===== config.mk =====
export PLATFORM = sky130hd
export DESIGN_NAME = serial_adder
export DESIGN_NICKNAME = d
export VERILOG_FILES = /design/src/rtl/serial_adder.sv
export SDC_FILE = /design/constraint.sdc
export NUM_CORES = 1
export LEC_CHECK = 0
export ABC_AREA = 1
export CORE_MARGIN = 2
export CORE_UTILIZATION = 53
export CTS_CLUSTER_DIAMETER = 120
export CTS_CLUSTER_SIZE = 12
export DETAILED_ROUTE_END_ITERATION = 16
export PLACE_DENSITY_LB_ADDON = 0.15
export SLEW_MARGIN = 20
export SYNTH_ARGS = -nofsm -noshare
export SYNTH_HDL_FRONTEND = slang
export SYNTH_SLANG_ARGS = --single-unit

===== constraint.sdc =====
create_clock -name clk -period 2.55 [get_ports clk]
set_input_delay 0.51 -clock clk [delete_from_list [all_inputs] [get_ports clk]]
set_output_delay 0.51 -clock clk [all_outputs]
set_load 0.005 [all_outputs]

===== src/rtl/serial_adder.sv =====
// ============================================================================
// serial_adder
// ----------------------------------------------------------------------------
// Bit-serial adder/subtractor. One operand bit pair is processed per clock,
// LSB first, so a WIDTH-bit operation takes WIDTH cycles in RUN followed by a
// single DONE cycle. Subtraction is performed as in1 + ~in2 + 1, so the final
// carry doubles as a "no borrow" flag (1 means in1 >= in2, unsigned).
//
// Ports
//   clk    in   1      rising-edge clock
//   rst_n  in   1      asynchronous active-low reset
//   start  in   1      request a new operation (ignored while busy)
//   sub    in   1      0 = add, 1 = subtract (in1 - in2); sampled with start
//   cin    in   1      carry-in for add; ignored for subtract
//   in1    in   WIDTH  operand A; sampled with start
//   in2    in   WIDTH  operand B; sampled with start
//   sum    out  WIDTH  result register (valid in DONE, held in IDLE)
//   carry  out  1      final carry-out (add) / no-borrow flag (subtract)
//   busy   out  1      operation in progress
//   done   out  1      one-cycle pulse, sum and carry valid
// ============================================================================
module serial_adder #(
    parameter int WIDTH = 8
) (
    input  logic             clk,
    input  logic             rst_n,
    input  logic             start,
    input  logic             sub,
    input  logic             cin,
    input  logic [WIDTH-1:0] in1,
    input  logic [WIDTH-1:0] in2,
    output logic [WIDTH-1:0] sum,
    output logic             carry,
    output logic             busy,
    output logic             done
);

    // Counter is one bit wider than needed to index WIDTH bits so that it
    // can reach WIDTH at the end of an operation without wrapping.
    localparam int CW = $clog2(WIDTH) + 1;

    localparam logic [1:0] ST_IDLE = 2'd0;
    localparam logic [1:0] ST_RUN  = 2'd1;
    localparam logic [1:0] ST_DONE = 2'd2;

    localparam logic [CW-1:0] LAST_BIT = CW'(WIDTH - 1);

    logic [1:0]       state_q, state_d;
    logic [WIDTH-1:0] a_q,     a_d;
    logic [WIDTH-1:0] b_q,     b_d;
    logic [WIDTH-1:0] sum_q,   sum_d;
    logic             carry_q, carry_d;
    logic [CW-1:0]    cnt_q,   cnt_d;

    // Full adder built from two half-adder stages plus an OR.
    logic bit_p;
    logic bit_s;
    logic bit_c;

    always_comb begin
        bit_p = a_q[0] ^ b_q[0];
        bit_s = bit_p ^ carry_q;
        bit_c = (a_q[0] & b_q[0]) | (bit_p & carry_q);
    end

    always_comb begin
        state_d = state_q;
        a_d     = a_q;
        b_d     = b_q;
        sum_d   = sum_q;
        carry_d = carry_q;
        cnt_d   = cnt_q;

        case (state_q)
            // IDLE and DONE both accept a new request; DONE -> RUN gives
            // back-to-back operation without passing through IDLE.
            ST_IDLE, ST_DONE: begin
                if (start) begin
                    state_d = ST_RUN;
                    a_d     = in1;
                    b_d     = sub ? ~in2 : in2;
                    carry_d = sub ? 1'b1 : cin;
                    cnt_d   = '0;
                end else begin
                    state_d = ST_IDLE;
                end
            end

            ST_RUN: begin
                sum_d   = {bit_s, sum_q[WIDTH-1:1]};
                a_d     = a_q >> 1;
                b_d     = b_q >> 1;
                carry_d = bit_c;
                cnt_d   = cnt_q + CW'(1);
                if (cnt_q == LAST_BIT) begin
                    state_d = ST_DONE;
                end
            end

            default: begin
                state_d = ST_IDLE;
            end
        endcase
    end

    always_ff @(posedge clk or negedge rst_n) begin
        if (!rst_n) begin
            state_q <= ST_IDLE;
            a_q     <= '0;
            b_q     <= '0;
            sum_q   <= '0;
            carry_q <= 1'b0;
            cnt_q   <= '0;
        end else begin
            state_q <= state_d;
            a_q     <= a_d;
            b_q     <= b_d;
            sum_q   <= sum_d;
            carry_q <= carry_d;
            cnt_q   <= cnt_d;
        end
    end

    assign sum   = sum_q;
    assign carry = carry_q;
    assign busy  = (state_q == ST_RUN);
    assign done  = (state_q == ST_DONE);

endmodule


Word-level counts from Yosys, hierarchy flattened

Cells that the tools add are included.

Flip-flop bits (word level): 31
Bits of input ports: 21
Output and inout port bits: 11
Word-level logic and storage cells: 35

Add/subtract/negate cells: 1
Eq/ne operators: 5
Muxes and demuxes: 13
Bitwise logic cells: 6
Reduce and logical (&&, ||, !) cells: 4

Operators by type and width:

| cell                                                                    | count |
|---|---|
| 8-bit one-hot mux with 2 select lines                                   | 2 |
| 8-bit 2-to-1 mux                                                        | 3 |
| 8-bit NOT                                                               | 1 |
| 4-bit one-hot mux with 2 select lines                                   | 1 |
| 4-bit by 1-bit adder with 4-bit output, second input constant           | 1 |
| 4-bit by 3-bit == test with 1-bit output, second input constant         | 1 |
| 4-bit 2-to-1 mux                                                        | 1 |
| 2-bit one-hot mux with 2 select lines                                   | 1 |
| 1-bit 2-to-1 mux                                                        | 3 |
| 1-bit bitwise AND                                                       | 2 |
| 2-bit by 1-bit == test with 1-bit output, second input constant         | 1 |
| 2-bit == test, second input constant                                    | 1 |
| 2-bit zero test                                                         | 1 |
| 2-bit 2-to-1 mux                                                        | 1 |
| 2-bit by 1-bit inequality test with 1-bit output, second input constant | 1 |
| 2-bit inequality test, second input constant                            | 1 |
| 1-bit one-hot mux with 2 select lines                                   | 1 |
| 2-bit AND reduction                                                     | 1 |
| 2-bit nonzero test                                                      | 1 |
| 2-bit OR reduction                                                      | 1 |
| 1-bit bitwise XOR                                                       | 2 |
| 1-bit OR                                                                | 1 |

Depth between registers and ports, before layout

Depth after elaboration: 4
Mapped depth: 7
Depth with buffers taken out: 6

Worst setup path after synthesis

No wires, ideal clock.

Path kind: register to output
Start point: register state_q[0]
End point: output busy
Data arrival time: 0.789 ns
Slack: 1.251 ns
Stages on the path, launching flop included: 4
Path buffers: 1
Cell sequence: dfrtp_1 -> inv_2 -> nor2_4 -> buf_4

Longest elaborated chain between the ends: 1

Ends and longest elaborated chain:

| item                                     | RTL line | text |
|---|---|---|
| start: declaration                       | 48       | `logic [1:0] state_q, state_d;` |
| start signal: assignment                 | 115      | `state_q <= state_d;` |
| 2-bit by 1-bit == test with 1-bit output | 126      | `assign busy = (state_q == ST_RUN);` |
| end: declaration                         | 34       | `output logic busy,` |

Every way passes these cells.

Worst setup path after layout

Same ends and word-level chain as after synthesis.

==> reports/metrics.csv <==
stage,metric,value,unit
global_routing,grt_usage,20.99,%
finish,syn_to_final_growth,27.16,%
timing,fin_tns_setup,0,ps
finish,antenna_cells,0,
placement,portBuffers,31,
finish,fillers,223,
min_path,hold_class,reg2reg,
timing,fmax,508.5,MHz
clock_network,hold_buffers,0,
pwr,powerDensity,1119,nW/um2
timing,fin_crit_sh,77.11,%
worst_setup_path,crit_chain,"inv_2, nor2_4, clkdlybuf4s50_1",
floorplanning,dieArea,3257,um2
global_routing,grt_pass1_vias,1230,
logic_synthesis,netlist_area,1493,um2
detailed_routing,firstDrtPassIters,4,
clock_network,root_buffer,clkbuf_4,
placement,placed_cells,246,
clock_network,cts_inserted_buffers,5,
timing,max-slew-margin-rel,56.92,%
timing,setup_viol,0,
pwr,irDropWorstVdd,0.9341,mV
worst_setup_path,cp_slowest_cell,clkdlybuf4s50_1,
logic_synthesis,ys_ff_latch,31,
detailed_routing,drt_iter0_drc,43,
clock_network,cts_resized,0,
logic_synthesis,synth_nets,212,
clock_network,cts_tree,done,
clock_network,htreeDepth,2,
clock_network,clock-sinks,31,
worst_setup_path,critPathKind,reg2out,
floorplanning,fp.coreArea,2710,um2
detailed_routing,vias_per_cell,5.146,
timing,fin_skew,4.943,ps
detailed_routing,drt-total-wl,2896,um
global_routing,gr-total-overflow,0,
floorplanning,io_pins,32,
worst_setup_path,setup.worst_path.start_class,flop,
finish,final_cells,254,
worst_setup_path,critPathCaptureType,primary output,
logic_synthesis,synth.distinct_cells,17,
pwr,p_leak,0.9565,nW
finish,drive_gt1_share,10.31,%
detailed_routing,drc,0,
worst_setup_path,critPathArrivalTime,1460,ps
detailed_routing,detail_route.wl_per_cell,11.40,um
logic_synthesis,syn_inst,189,
floorplanning,rows,19,
placement,place_area,1812,um2
floorplanning,die-width,57.07,um
timing,worst_pin_slew,645.5,ps
timing,hold-worst-slack,484.2,ps
clock_network,cts_setup_buffers,0,
placement,place_congestion,0.7581,
worst_setup_path,critPathBufInv,2,
floorplanning,die_h,57.07,um
flow_run,cap_viol_max_count,0,
worst_setup_path,cp_top_family,buffers and inverters,
detailed_routing,dr_total_vias,1307,
worst_setup_path,critical_path.max_stage_delay,500,ps
floorplanning,start_util,55.08,%
clock_network,clk_pin_slew,100,ps
global_routing,grt_pass1_wl,5271,um
logic_synthesis,avgSynthCellArea,7.898,um2
worst_setup_path,required,2040,ps
logic_synthesis,synth.yosys.warnings,0,
timing,timing.final.hold_violations,0,
logic_synthesis,seq_area_frac_synth,51.97,%
clock_network,clk_latency,330,ps
timing,finalMaxSlewViolations,0,
finish,fin_area,1898,um2
global_routing,antenna_found_initial,0,
timing,fin_crit,1966,ps
timing,rsz0062_at_grt,no,
outcome,outcome,finished clean,
finish,nets,245,
detailed_routing,ant_nets,0,
clock_network,clockBufferDepth,2,
worst_setup_path,crit_fanout,4,
global_routing,grt_max_degree,32,
placement,dp_hpwl,2018,um
## Yosys cell counts
library cell | instances | area [um2]
o21ai_0 | 10 | 50.05
nor2_1 | 6 | 22.52
nand4_1 | 1 | 6.260
nand2_1 | 78 | 292.8
ha_1 | 1 | 12.51
buf_2 | 3 | 15.01
nand2_2 | 2 | 12.51
inv_1 | 15 | 56.30
buf_4 | 4 | 30.03
nor2_4 | 1 | 11.26
fa_1 | 1 | 20.02
nor2_2 | 1 | 6.260
or2_2 | 7 | 43.79
nand3_1 | 25 | 125.1
dfrtp_1 | 31 | 775.7
a21oi_1 | 1 | 5.000
inv_2 | 2 | 7.510
## report_power, final
group          total, mW  switching (mW)  internal (mW)
sequential         0.861           0.148          0.713
combinational      0.857           0.475          0.382
clock              0.406           0.174          0.232
total               2.12           0.797           1.33
## worst register-to-register path, stage by stage, from the launching register on
cell	delay, ps
dfrtp_1	450
nor2_2	550
o21ai_0	190
nand3_1	130
## flip-flops by register name, indices dropped and copies added (netlist names)
name and count:
carry 1, a_q 8, sum 8, cnt_q 4
b_q 8, state_q 2
## layout make-up
cell class / count / area, um2 / share of cell area [%]
Multi-Input combinational cell: 134 / 608.1 / 32.04
Sequential cell: 31 / 775.7 / 40.87
Tap cell: 31 / 38.79 / 2.044
Inverter: 17 / 63.81 / 3.362
Clock buffer: 6 / 51.30 / 2.703
Timing Repair Buffer: 33 / 325.3 / 17.14
Clock inverter: 2 / 35.03 / 1.846
## per-layer routing
layer	up-vias	share of wire (%)	global-route usage, %
met2	33	48	34.48
met1	610	45	25.30
met4	0	2.0	8.970
met5	-	0	0
li1	658	-	-
met3	6	5.5	7.029
## cells in the final DEF, fill, tap and decap left out
master / synthesis / layout
nand2_1: 78 / 78
dfrtp_1: 31 / 31
clkdlybuf4s50_1: 0 / 31
nand3_1: 25 / 25
inv_1: 15 / 15
o21ai_0: 10 / 10
or2_2: 7 / 7
nor2_1: 6 / 6
clkbuf_4: 0 / 5
inv_2: 2 / 2
nand2_2: 2 / 2
buf_4: 4 / 2
nor2_4: 1 / 1
nor2_2: 1 / 1
nand4_1: 1 / 1
a21oi_1: 1 / 1
fa_1: 1 / 1
ha_1: 1 / 1
bufinv_16: 0 / 1
clkinv_2: 0 / 1
clkbuf_8: 0 / 1
## stage by stage
stage	worst slack, ps	power [mW]	util (%)
final	583.6	2.124	70.04
after global routing	520.9	2.331	70.04
after CTS	568.1	2.156	70.04
after detailed placement	600.6	1.743	66.85
after global placement	664.7	1.694	66.85
after floorplan	1251	1.432	-
## logic make-up (layout without fill, tap and decap cells)
group,Yosys count,in the layout,share of synthesized area [%]
AND/OR/NAND/NOR,121,121,34.87
flip-flops,31,31,51.97
buffers and inverters,24,58,7.292
AO/OA/AOI/OAI,11,11,3.688
adder cells (fa/ha/maj),2,2,2.179
## worst paths after layout
check / startpoint / endpoint / slack, ps / depth (start not counted)
max: state_q[0]$_DFFE_PN0P_ / busy / 580 / 3
min: a_q[7]$_DFFE_PN0P_ / a_q[7]$_DFFE_PN0P_ / 480 / 2
max reg2reg: state_q[0]$_DFFE_PN0P_ / carry$_DFFE_PN0P_ / 1170 / 3
min reg2reg: a_q[7]$_DFFE_PN0P_ / a_q[7]$_DFFE_PN0P_ / 480 / 2
max in group asynchronous: rst_n / b_q[1]$_DFFE_PN0P_ / 1710 / 2
min in group asynchronous: rst_n / sum[4]$_DFFE_PN0P_ / 560 / 2
No activity file was read; power rests on OpenSTA's default activity.
